<file path="config.mk">
export PLATFORM = sky130hd
export DESIGN_NAME = ps2_key_decoder
export DESIGN_NICKNAME = d
export VERILOG_FILES = /design/src/rtl/ps2_pkg.sv /design/src/rtl/ps2_event_fifo.sv /design/src/rtl/ps2_key_decoder.sv
export SDC_FILE = /design/constraint.sdc
export NUM_CORES = 1
export LEC_CHECK = 0
export CORE_MARGIN = 4
export CORE_UTILIZATION = 35
export CTS_CLUSTER_SIZE = 16
export DETAILED_ROUTE_END_ITERATION = 16
export SLEW_MARGIN = 0
export SYNTH_ARGS = -nofsm -noshare
export SYNTH_HDL_FRONTEND = slang
export SYNTH_HIERARCHICAL = 1
export SYNTH_SLANG_ARGS = --single-unit
</file>
<file path="constraint.sdc">
create_clock -name clock -period 2.9 [get_ports clock]
set_clock_uncertainty 0.1 [all_clocks]
set_input_delay 0.29 -clock clock [delete_from_list [all_inputs] [get_ports clock]]
set_output_delay 0.29 -clock clock [all_outputs]
set_load 0.02 [all_outputs]
</file>
<file path="src/rtl/ps2_pkg.sv">
// -----------------------------------------------------------------------------
// ps2_pkg
// Shared definitions for the PS/2 key decoder:
//   - parser state encoding (ps2_state_t)
//   - scan-code constants: prefixes, discarded controller bytes, key map
//   - event word layout {extended, break, code[7:0]}
//   - bit indices of the 'held' key-level vector
//   - helper functions: is_prefix, is_discard, key_mask
// -----------------------------------------------------------------------------
package ps2_pkg;

   typedef enum logic [1:0] {
      ST_IDLE    = 2'd0,
      ST_EXT     = 2'd1,
      ST_BRK     = 2'd2,
      ST_EXT_BRK = 2'd3
   } ps2_state_t;

   // Event word layout
   localparam int EVT_W       = 10;
   localparam int EVT_EXT_BIT = 9;
   localparam int EVT_BRK_BIT = 8;
   localparam int EVT_CODE_W  = 8;

   // Prefix bytes
   localparam logic [7:0] SC_EXT_PREFIX = 8'hE0;
   localparam logic [7:0] SC_BRK_PREFIX = 8'hF0;

   // Controller/keyboard housekeeping bytes dropped while idle
   localparam logic [7:0] SC_NULL     = 8'h00;
   localparam logic [7:0] SC_BAT_OK   = 8'hAA;
   localparam logic [7:0] SC_PAUSE    = 8'hE1;
   localparam logic [7:0] SC_ECHO     = 8'hEE;
   localparam logic [7:0] SC_ACK      = 8'hFA;
   localparam logic [7:0] SC_RESEND   = 8'hFE;
   localparam logic [7:0] SC_ERROR    = 8'hFF;

   // Key map: arrow keys arrive with the E0 prefix, WASD/space/enter without
   localparam logic [7:0] SC_UP_ARROW    = 8'h75;
   localparam logic [7:0] SC_DOWN_ARROW  = 8'h72;
   localparam logic [7:0] SC_LEFT_ARROW  = 8'h6B;
   localparam logic [7:0] SC_RIGHT_ARROW = 8'h74;
   localparam logic [7:0] SC_KEY_W       = 8'h1D;
   localparam logic [7:0] SC_KEY_S       = 8'h1B;
   localparam logic [7:0] SC_KEY_A       = 8'h1C;
   localparam logic [7:0] SC_KEY_D       = 8'h23;
   localparam logic [7:0] SC_SPACE       = 8'h29;
   localparam logic [7:0] SC_ENTER       = 8'h5A;

   // held[] bit indices
   localparam int HELD_W     = 6;
   localparam int HELD_UP    = 0;
   localparam int HELD_DOWN  = 1;
   localparam int HELD_LEFT  = 2;
   localparam int HELD_RIGHT = 3;
   localparam int HELD_SPACE = 4;
   localparam int HELD_ENTER = 5;

   function automatic logic is_prefix(input logic [7:0] code);
      return (code == SC_EXT_PREFIX) || (code == SC_BRK_PREFIX);
   endfunction

   function automatic logic is_discard(input logic [7:0] code);
      logic hit;
      hit = 1'b0;
      case (code)
         SC_NULL, SC_BAT_OK, SC_PAUSE, SC_ECHO,
         SC_ACK, SC_RESEND, SC_ERROR: hit = 1'b1;
         default:                     hit = 1'b0;
      endcase
      return hit;
   endfunction

   // One-hot held[] mask for a code; the extended flag must match exactly,
   // so E0 1D does not alias onto W and a bare 75 is not the up arrow.
   function automatic logic [HELD_W-1:0] key_mask(input logic ext, input logic [7:0] code);
      logic [HELD_W-1:0] m;
      m = '0;
      if (ext) begin
         case (code)
            SC_UP_ARROW:    m[HELD_UP]    = 1'b1;
            SC_DOWN_ARROW:  m[HELD_DOWN]  = 1'b1;
            SC_LEFT_ARROW:  m[HELD_LEFT]  = 1'b1;
            SC_RIGHT_ARROW: m[HELD_RIGHT] = 1'b1;
            default:        m = '0;
         endcase
      end else begin
         case (code)
            SC_KEY_W: m[HELD_UP]    = 1'b1;
            SC_KEY_S: m[HELD_DOWN]  = 1'b1;
            SC_KEY_A: m[HELD_LEFT]  = 1'b1;
            SC_KEY_D: m[HELD_RIGHT] = 1'b1;
            SC_SPACE: m[HELD_SPACE] = 1'b1;
            SC_ENTER: m[HELD_ENTER] = 1'b1;
            default:  m = '0;
         endcase
      end
      return m;
   endfunction

endpackage

</file>
<file path="src/rtl/ps2_event_fifo.sv">
// -----------------------------------------------------------------------------
// ps2_event_fifo
// Small synchronous FIFO holding decoded key events.
//   clock    in   system clock
//   resetn   in   asynchronous active-low reset (empties the FIFO)
//   wr_en    in   push request
//   wr_data  in   WIDTH-bit event to push
//   rd_en    in   pop request, ignored while empty
//   rd_data  out  head entry, 0 while empty (combinational from storage)
//   valid    out  FIFO is not empty
//   full     out  FIFO holds DEPTH entries
//   drop     out  one-cycle pulse: a push was refused (full, no pop)
// DEPTH must be a power of two so the pointers wrap by natural overflow.
// -----------------------------------------------------------------------------
module ps2_event_fifo #(
   parameter int WIDTH = 10,
   parameter int DEPTH = 4
) (
   input  logic             clock,
   input  logic             resetn,
   input  logic             wr_en,
   input  logic [WIDTH-1:0] wr_data,
   input  logic             rd_en,
   output logic [WIDTH-1:0] rd_data,
   output logic             valid,
   output logic             full,
   output logic             drop
);

   localparam int AW = $clog2(DEPTH);
   localparam logic [AW:0] DEPTH_CNT = DEPTH[AW:0];

   logic [WIDTH-1:0] mem [DEPTH];
   logic [AW-1:0]    wr_ptr;
   logic [AW-1:0]    rd_ptr;
   logic [AW:0]      count;
   logic             do_rd;
   logic             do_wr;

   assign valid = (count != '0);
   assign full  = (count == DEPTH_CNT);
   assign do_rd = rd_en && valid;
   // A pop on the same edge frees the slot, so a full FIFO still accepts.
   assign do_wr = wr_en && (!full || do_rd);
   assign drop  = wr_en && full && !do_rd;

   assign rd_data = valid ? mem[rd_ptr] : '0;

   always_ff @(posedge clock or negedge resetn) begin
      if (!resetn) begin
         wr_ptr <= '0;
         rd_ptr <= '0;
         count  <= '0;
      end else begin
         if (do_wr) wr_ptr <= wr_ptr + AW'(1);
         if (do_rd) rd_ptr <= rd_ptr + AW'(1);
         case ({do_wr, do_rd})
            2'b10:   count <= count + (AW+1)'(1);
            2'b01:   count <= count - (AW+1)'(1);
            default: count <= count;
         endcase
      end
   end

   // Storage needs no reset: entries are only visible through rd_data when
   // count says they are live.
   always_ff @(posedge clock) begin
      if (do_wr) mem[wr_ptr] <= wr_data;
   end

endmodule

</file>
<file path="src/rtl/ps2_key_decoder.sv">
// -----------------------------------------------------------------------------
// ps2_key_decoder
// Turns the byte stream from a PS/2 controller into make/break events and a
// per-key "held" level vector for six game keys.
//   clock      in   system clock, 50 MHz
//   resetn     in   asynchronous active-low reset
//   rx_data    in   8-bit byte from the PS/2 controller
//   rx_en      in   one-cycle strobe qualifying rx_data
//   evt_data   out  head event {extended, break, code[7:0]}, 0 when empty
//   evt_valid  out  an event is available
//   evt_ready  in   consumer pop
//   held       out  key levels: [0]up [1]down [2]left [3]right [4]space [5]enter
//   overflow   out  sticky: an event was dropped because the FIFO was full
//   dbg_state  out  current parser state (ps2_state_t encoding)
//
// Handshake: an event leaves the FIFO on a rising edge where evt_valid=1 and
// evt_ready=1; evt_ready while evt_valid=0 has no effect, and evt_data/evt_valid
// never depend combinationally on evt_ready.
//
// Optional build macro PS2_KEY_DECODER_TIMEOUT_EN: when defined, a half-received
// prefix (E0 / F0 / E0 F0) is abandoned after TIMEOUT_CYCLES cycles without a
// byte; when undefined the parser waits for the next byte forever.
// -----------------------------------------------------------------------------
module ps2_key_decoder
   import ps2_pkg::*;
#(
   parameter int FIFO_DEPTH     = 4,
   parameter int TIMEOUT_CYCLES = 50000
) (
   input  logic              clock,
   input  logic              resetn,
   input  logic [7:0]        rx_data,
   input  logic              rx_en,
   output logic [EVT_W-1:0]  evt_data,
   output logic              evt_valid,
   input  logic              evt_ready,
   output logic [HELD_W-1:0] held,
   output logic              overflow,
   output logic [1:0]        dbg_state
);

   if (FIFO_DEPTH < 2 || (FIFO_DEPTH & (FIFO_DEPTH - 1)) != 0 || TIMEOUT_CYCLES < 1) begin : g_bad_param
      $error("ps2_key_decoder: FIFO_DEPTH must be a power of two >= 2 and TIMEOUT_CYCLES >= 1");
   end

   ps2_state_t         state;
   ps2_state_t         state_nxt;
   logic               emit;
   logic               evt_ext;
   logic               evt_brk;
   logic [EVT_W-1:0]   evt_word;
   logic               timeout_hit;
   logic [HELD_W-1:0]  key_hit;
   logic [HELD_W-1:0]  held_q;
   logic               overflow_q;
   logic               fifo_drop;
   logic               fifo_full;

   assign dbg_state = state;

   // ---------------------------------------------------------------- parser
   always_ff @(posedge clock or negedge resetn) begin
      if (!resetn) state <= ST_IDLE;
      else         state <= state_nxt;
   end

   always_comb begin
      state_nxt = state;
      if (rx_en) begin
         case (state)
            ST_IDLE: begin
               if (rx_data == SC_EXT_PREFIX)      state_nxt = ST_EXT;
               else if (rx_data == SC_BRK_PREFIX) state_nxt = ST_BRK;
               else                               state_nxt = ST_IDLE;
            end
            ST_EXT: begin
               if (rx_data == SC_BRK_PREFIX)      state_nxt = ST_EXT_BRK;
               else if (rx_data == SC_EXT_PREFIX) state_nxt = ST_EXT;
               else                               state_nxt = ST_IDLE;
            end
            // A second prefix after a break prefix is absorbed in place.
            ST_BRK, ST_EXT_BRK: begin
               if (is_prefix(rx_data))            state_nxt = state;
               else                               state_nxt = ST_IDLE;
            end
            default:                              state_nxt = ST_IDLE;
         endcase
      end else if (timeout_hit) begin
         state_nxt = ST_IDLE;
      end
   end

   always_comb begin
      emit     = 1'b0;
      evt_ext  = (state == ST_EXT) || (state == ST_EXT_BRK);
      evt_brk  = (state == ST_BRK) || (state == ST_EXT_BRK);
      evt_word = '0;
      if (rx_en) begin
         if (state == ST_IDLE) emit = !is_prefix(rx_data) && !is_discard(rx_data);
         else                  emit = !is_prefix(rx_data);
      end
      evt_word[EVT_EXT_BIT]      = evt_ext;
      evt_word[EVT_BRK_BIT]      = evt_brk;
      evt_word[EVT_CODE_W-1:0]   = rx_data;
   end

   // --------------------------------------------------------------- timeout
`ifdef PS2_KEY_DECODER_TIMEOUT_EN
   localparam int TO_W = $clog2(TIMEOUT_CYCLES + 1);
   logic [TO_W-1:0] to_cnt;

   // to_cnt counts idle cycles already spent waiting; the edge that would
   // make it TIMEOUT_CYCLES drops the prefix instead.
   assign timeout_hit = !rx_en && (state != ST_IDLE) &&
                        (to_cnt == TO_W'(TIMEOUT_CYCLES - 1));

   always_ff @(posedge clock or negedge resetn) begin
      if (!resetn)                                       to_cnt <= '0;
      else if (rx_en || state == ST_IDLE || timeout_hit) to_cnt <= '0;
      else                                               to_cnt <= to_cnt + TO_W'(1);
   end
`else
   assign timeout_hit = 1'b0;
`endif

   // ------------------------------------------------------------ held levels
   // Updates on every emitted event, even when the FIFO drops it, so key
   // levels stay correct under consumer back-pressure.
   assign key_hit = key_mask(evt_ext, rx_data);

   always_ff @(posedge clock or negedge resetn) begin
      if (!resetn) begin
         held_q <= '0;
      end else if (emit) begin
         if (evt_brk) held_q <= held_q & ~key_hit;
         else         held_q <= held_q | key_hit;
      end
   end

   assign held = held_q;

   // ------------------------------------------------------------ event FIFO
   ps2_event_fifo #(
      .WIDTH (EVT_W),
      .DEPTH (FIFO_DEPTH)
   ) u_fifo (
      .clock   (clock),
      .resetn  (resetn),
      .wr_en   (emit),
      .wr_data (evt_word),
      .rd_en   (evt_ready),
      .rd_data (evt_data),
      .valid   (evt_valid),
      .full    (fifo_full),
      .drop    (fifo_drop)
   );

   always_ff @(posedge clock or negedge resetn) begin
      if (!resetn)        overflow_q <= 1'b0;
      else if (fifo_drop) overflow_q <= 1'b1;
   end

   assign overflow = overflow_q;

   // fifo_full is informational only at this level.
   logic unused_full;
   assign unused_full = fifo_full;

endmodule
</file>
==> After elaboration in Yosys (flattened, before gate mapping) <==
Memories as Yosys holds them, arrays and structs flattened.
Index checks and enable logic that the tools add are counted.
{ "op_classes": {"n_addsub": 4, "n_eq_ne": 25, "muxes": 27, "n_bitwise": 3, "reduce_logical": 20} }
{ "ops": {"columns": ["operator", "count"], "rows": [
  ["equality test 8 bit (second input constant)", 8],
  ["equality test 8 x 7 -> 1 bit (second input constant)", 5],
  ["equality test 8 x 5 -> 1 bit (second input constant)", 3],
  ["two-way mux 1 bit", 18],
  ["equality test 8 x 6 -> 1 bit (second input constant)", 2],
  ["two-way mux 6 bit", 2],
  ["two-way mux 10 bit", 1],
  ["zero test 8 bit", 1],
  ["two-way mux 2 bit", 4],
  ["OR reduction 7 bit", 1],
  ["bitwise AND 6 bit", 1],
  ["equality test 2 bit (second input constant)", 3],
  ["inverter 6 bit", 1],
  ["OR 6 bit", 1],
  ["one-hot mux 2 bit (3 select lines)", 1],
  ["one-hot mux 3 bit (2 select lines)", 1],
  ["logical AND 1 bit", 5],
  ["adder 2 x 1 -> 2 bit (second input constant)", 2],
  ["equality test 2 x 1 -> 1 bit (second input constant)", 2],
  ["zero test 1 bit", 4],
  ["logical OR 1 bit", 4],
  ["adder 3 x 1 -> 3 bit (second input constant)", 1],
  ["equality test 3 bit (second input constant)", 1],
  ["nonzero test 3 bit", 1],
  ["other kinds (6)", 6]
]} }
{ "totals": {"ff_bits": 16, "ram_bits": 40, "inputBits": 12, "out_inout_bits": 20, "wordCells": 86, "mem_count": 1} }
{ "mem_list": {"columns": ["name", "words", "width", "read_ports", "rd_ports_with_merged_regs", "write_ports", "line", "rtl"], "rows": [
  ["u_fifo.mem", 4, 10, 1, 0, 1, "ps2_event_fifo.sv:33", "logic [WIDTH-1:0] mem [DEPTH];"]
]} }

==> Logic depth before layout (Yosys ltp) <==
{ "depth": {"ltp_word": 12, "ltp_mapped": 11} }

==> Cells and area by module <==
Netlist, hierarchy kept.
{ "by_module_without_submodules": {"columns": ["module", "instances", "cells_per_inst", "area_per_inst_um2"], "rows": [
  ["ps2_event_fifo", 1, 116, 2058.2],
  ["ps2_key_decoder", 1, 75, 680.7]
]} }

==> Least setup slack after synthesis <==
No wires, ideal clock.
{ "synth_timing": {"kind": "register to register", "start": "register state[0], in the netlist dbg_state[0]", "end": "register u_fifo.count[2]", "setup_ps": 126, "t_arrival_ps": 2637, "required_ps": 2674, "setup_slack_ps": 38, "path_stages_with_launch": 12, "synth_period_minus_slack_ps": 2862, "cell_sequence": "dfrtp_1 -> clkbuf_8 -> nor4_1 -> nand3_1 -> o211ai_1 -> a31oi_1 -> buf_2 -> or2_2 -> fa_1 -> nor2b_1 -> a21oi_1 -> a221o_1"} }
{ "synth_via": {"elab_chain_len": 6} }
{ "synth_lines": {"columns": ["item", "line", "rtl"], "rows": [
  ["start, declared", "ps2_key_decoder.sv:46", "ps2_state_t state;"],
  ["start signal, assigned", "ps2_key_decoder.sv:64", "else state <= state_nxt;"],
  ["zero test 2 bit (*)", "ps2_key_decoder.sv:99", "if (state == ST_IDLE) emit = !is_prefix(rx_data) && !is_discard(rx_data);"],
  ["two-way mux 1 bit (*)", "ps2_key_decoder.sv:99", null],
  ["two-way mux 1 bit (*)", "ps2_key_decoder.sv:98", "if (rx_en) begin"],
  ["net emit", "ps2_key_decoder.sv:48", "logic emit;"],
  ["logical AND 1 bit (*)", "ps2_event_fifo.sv:44", "assign do_wr = wr_en && (!full || do_rd);"],
  ["equality test 2 x 1 -> 1 bit / equality test 2 bit (equally long branches)", "ps2_event_fifo.sv:57", "case ({do_wr, do_rd})"],
  ["one-hot mux 3 bit (2 select lines) / nonzero test 2 bit (equally long branches)", null, null],
  ["end signal, assigned", "ps2_event_fifo.sv:58", "2'b10: count <= count + (AW+1)'(1);"],
  ["end signal, assigned", "ps2_event_fifo.sv:59", "2'b01: count <= count - (AW+1)'(1);"],
  ["end signal, assigned", "ps2_event_fifo.sv:60", "default: count <= count;"],
  ["end, declared", "ps2_event_fifo.sv:36", "logic [AW:0] count;"]
]} }
The timed path passes the listed nets; every way through them passes the cells marked *.
A chain may end at the register's enable or synchronous reset.

==> Final worst setup path <==
{ "layout_timing": {"start": "input port rx_data[7]", "end": "register u_fifo.count[1]"} }
{ "layout_via": {"elab_chain_len": 12} }
{ "layout_lines": {"columns": ["item", "line", "rtl"], "rows": [
  ["start, declared", "ps2_key_decoder.sv:32", "input logic [7:0] rx_data,"],
  ["equality test 8 bit / zero test 8 bit (equally long branches)", "ps2_pkg.sv:66", "case (code)"],
  ["OR reduction 7 bit", "ps2_pkg.sv:66", null],
  ["two-way mux 1 bit", "ps2_pkg.sv:66", null],
  ["two-way mux 1 bit", "ps2_key_decoder.sv:99", null],
  ["two-way mux 1 bit", "ps2_key_decoder.sv:98", null],
  ["zero test 1 bit", "ps2_key_decoder.sv:99", null],
  ["logical AND 1 bit", "ps2_key_decoder.sv:99", null],
  ["two-way mux 1 bit (*)", "ps2_key_decoder.sv:99", null],
  ["two-way mux 1 bit (*)", "ps2_key_decoder.sv:98", null],
  ["net emit", "ps2_key_decoder.sv:48", null],
  ["logical AND 1 bit (*)", "ps2_event_fifo.sv:44", null],
  ["equality test 2 x 1 -> 1 bit / equality test 2 bit (equally long branches)", "ps2_event_fifo.sv:57", null],
  ["one-hot mux 3 bit (2 select lines) / nonzero test 2 bit (equally long branches)", null, null]
]} }
The timed path passes the listed nets; every way through them passes the cells marked *. The select of a mux whose other input is x is not followed.

==> run_results.csv <==
group,metric,value,unit
clock_network,hold_buffers,0,
route,wl_per_cell,15.54,microns
global_route,grt_pass1_wl,8921,microns
placed_design,portBuffers,31,
floorplan,pin_count,32,
timing,fin_crit_sh,93.87,%
cells_and_area,finalNonFillerCells,347,
power,ir_drop,298.1,uV
worst_setup_path,crit_top_cell,"o211ai_1",
cells_and_area,regArea,1602,sq um
worst_setup_path,crit_arrival,2.85,ns
worst_setup_path,critical_path_required,3.03,ns
yosys,syn-cell-area,2733,sq um
clock_network,clk_pin_slew,0.11,ns
floorplan,dieArea,9285,sq um
timing,finalSetupTns,0,ns
global_route,met2_usage,20.30,%
power,powerDensity,828.5,nW/um^2
cells_and_area,drive_above_1_share,25.40,%
power,total_power,2.869,mW
power,leakage,1.251,nW
placed_design,placedInstanceArea,3361,sq um
timing,hold_viol_final,0,
worst_setup_path,cp_cell_sequence,"clkdlybuf4s50_1 -> or4bb_1 -> o211ai_1 -> a31oi_1 -> or2_2 -> fa_1 -> o21ba_2 -> o211ai_1 -> a22oi_1",
timing,relSlewSlack,47.96,%
hold_path,hold_path_class,"input pin to asynchronous set/reset pin",
cells_and_area,fillCellCount,661,
timing,hold_ws,0.3224,ns
global_route,antenna_found_initial,0,
worst_setup_path,cpMaxStageDelayCell,"clkdlybuf4s50_1",
clock_network,cts_buffers,5,
route,drtIter0Drc,60,
global_route,grt_max_degree,20,
run,maxCapViolCount,0,
worst_setup_path,path_class,"input pin to flop",
cells_and_area,final_area,3463,sq um
cells_and_area,areaGrowthSynthToFinish,26.74,%
yosys,syn-num-nets,207,
timing,grt_setup_unrepaired,"no",
timing,layout_setup_ws,0.1776,ns
global_route,grt_usage,12.82,%
timing,fin_crit,2.722,ns
placed_design,place_ws,-0.1240,ns
route,wl,5394,microns
clock_network,clkLatencyLatePin,0.31,ns
global_route,top_usage_layer,"met2",
yosys,netlist_instances,190,
worst_setup_path,worstPathMaxFanout,4,
clock_network,cts_sinks,56,
floorplan,start_util,36.89,%
placed_design,place.gp.congestion,0.7997,
floorplan,dieWidth,96.36,microns
route,drt-vias-per-instance,4.988,
clock_network,clock-root-buffer,"clkbuf_8",
worst_setup_path,crit_path_end_kind,"flop",
global_route,grt_pass1_vias,1755,
floorplan,dieHeight,96.36,microns
cells_and_area,n_antenna_cell,0,
clock_network,clk_path_buf_depth,2,
floorplan,core_area,7408,sq um
cells_and_area,fin_util,46.75,%
worst_setup_path,critPathTopFamily,"simple AND/OR/NAND/NOR gates",
route,dr_total_vias,1731,
route,dr.pass1.iters,4,
route,antenna_left,0,
global_route,grt_use_met1,18.02,%
global_route,use_met3,2.737,%
worst_setup_path,slowest_delay,0.53,ns
timing,clock.fmax,367.3,MHz
route,drc_errors,0,
run_status,status,"complete, no violations",
yosys,synth_warnings,6,
clock_network,ctsHtreeMaxLevel,2,
placed_design,dp_hpwl,3846,microns
clock_network,tritoncts,"yes",
yosys,synth.avg_cell_area,14.38,sq um
timing,tightest_slew,0.7781,ns
cells_and_area,nNetsFinal,264,
timing,setup_viol,0,
worst_setup_path,path_buf_inv,1,
cells_and_area,multi_input_comb_area,1018,sq um
placed_design,dp_cells,339,
worst_setup_path,start_kind,"input pin",
global_route,gr-total-overflow,0,
timing,drv_slew,0,
floorplan,num_rows,31,
[worst paths after layout]
| check | from | endpoint | slack (ns) | cells past startpoint |
|---|---|---|---|---|
| setup / recovery | rx_data[7] | u_fifo/count[1] | 0.18 | 9 |
| hold / removal | resetn | u_fifo/wr_ptr[1] | 0.32 | 1 |
| setup reg to reg | dbg_state[0] | u_fifo/count[1] | 0.31 | 10 |
| hold reg to reg | overflow | overflow | 0.38 | 1 |
| max in group asynchronous | resetn | asynchronous set/reset pin | 1.89 | 1 |
| min in group clock | overflow | overflow | 0.38 | 1 |
[power breakdown]
part | leakage (nW) | switching [mW] | internal, mW
Clock | 0.0463 | 0.270 | 0.178
Sequential | 0.550 | 0.120 | 1.04
Combinational | 0.655 | 0.569 | 0.691
Total | 1.25 | 0.959 | 1.91
[layer usage]
| metal | vias to the layer above | wire (microns) | part of all wire (%) |
|---|---|---|---|
| met3 | 4 | 228 | 4.2 |
| met2 | 43 | 2522 | 47 |
| li1 | 829 | - | - |
| met5 | - | 0 | 0 |
| met4 | 0 | 48 | 0.89 |
| met1 | 855 | 2594 | 48 |
[cell usage in the layout, fill, tap and decap left out, types with 4 or more instances in the layout]
cell type,instances
buf_4,27
dfrtp_1,16
ha_1,4
inv_1,8
buf_12,4
clkdlybuf4s50_1,31
o21ai_0,4
nand2_1,7
clkbuf_8,5
nand3_1,6
edfxtp_1,40
and2_1,15
mux4_2,8
nor2_1,6
mux2i_1,4
a21oi_1,4
[layout make-up]
cell class,count,area share (%)
Clock inverter,3,0.7948
Sequential cell,56,46.24
Timing Repair Buffer,62,17.12
Multi-Input combinational cell,114,29.41
Clock buffer,5,1.987
Tap cell,99,3.577
Inverter,8,0.8671
[repair_timing]
item / in CTS / in global routing
setup buffers: 0 / 0
endpoints found under the setup margin: 0 / 2
gates resized for setup: 0 / 1
(Power assumes the default switching activity.)
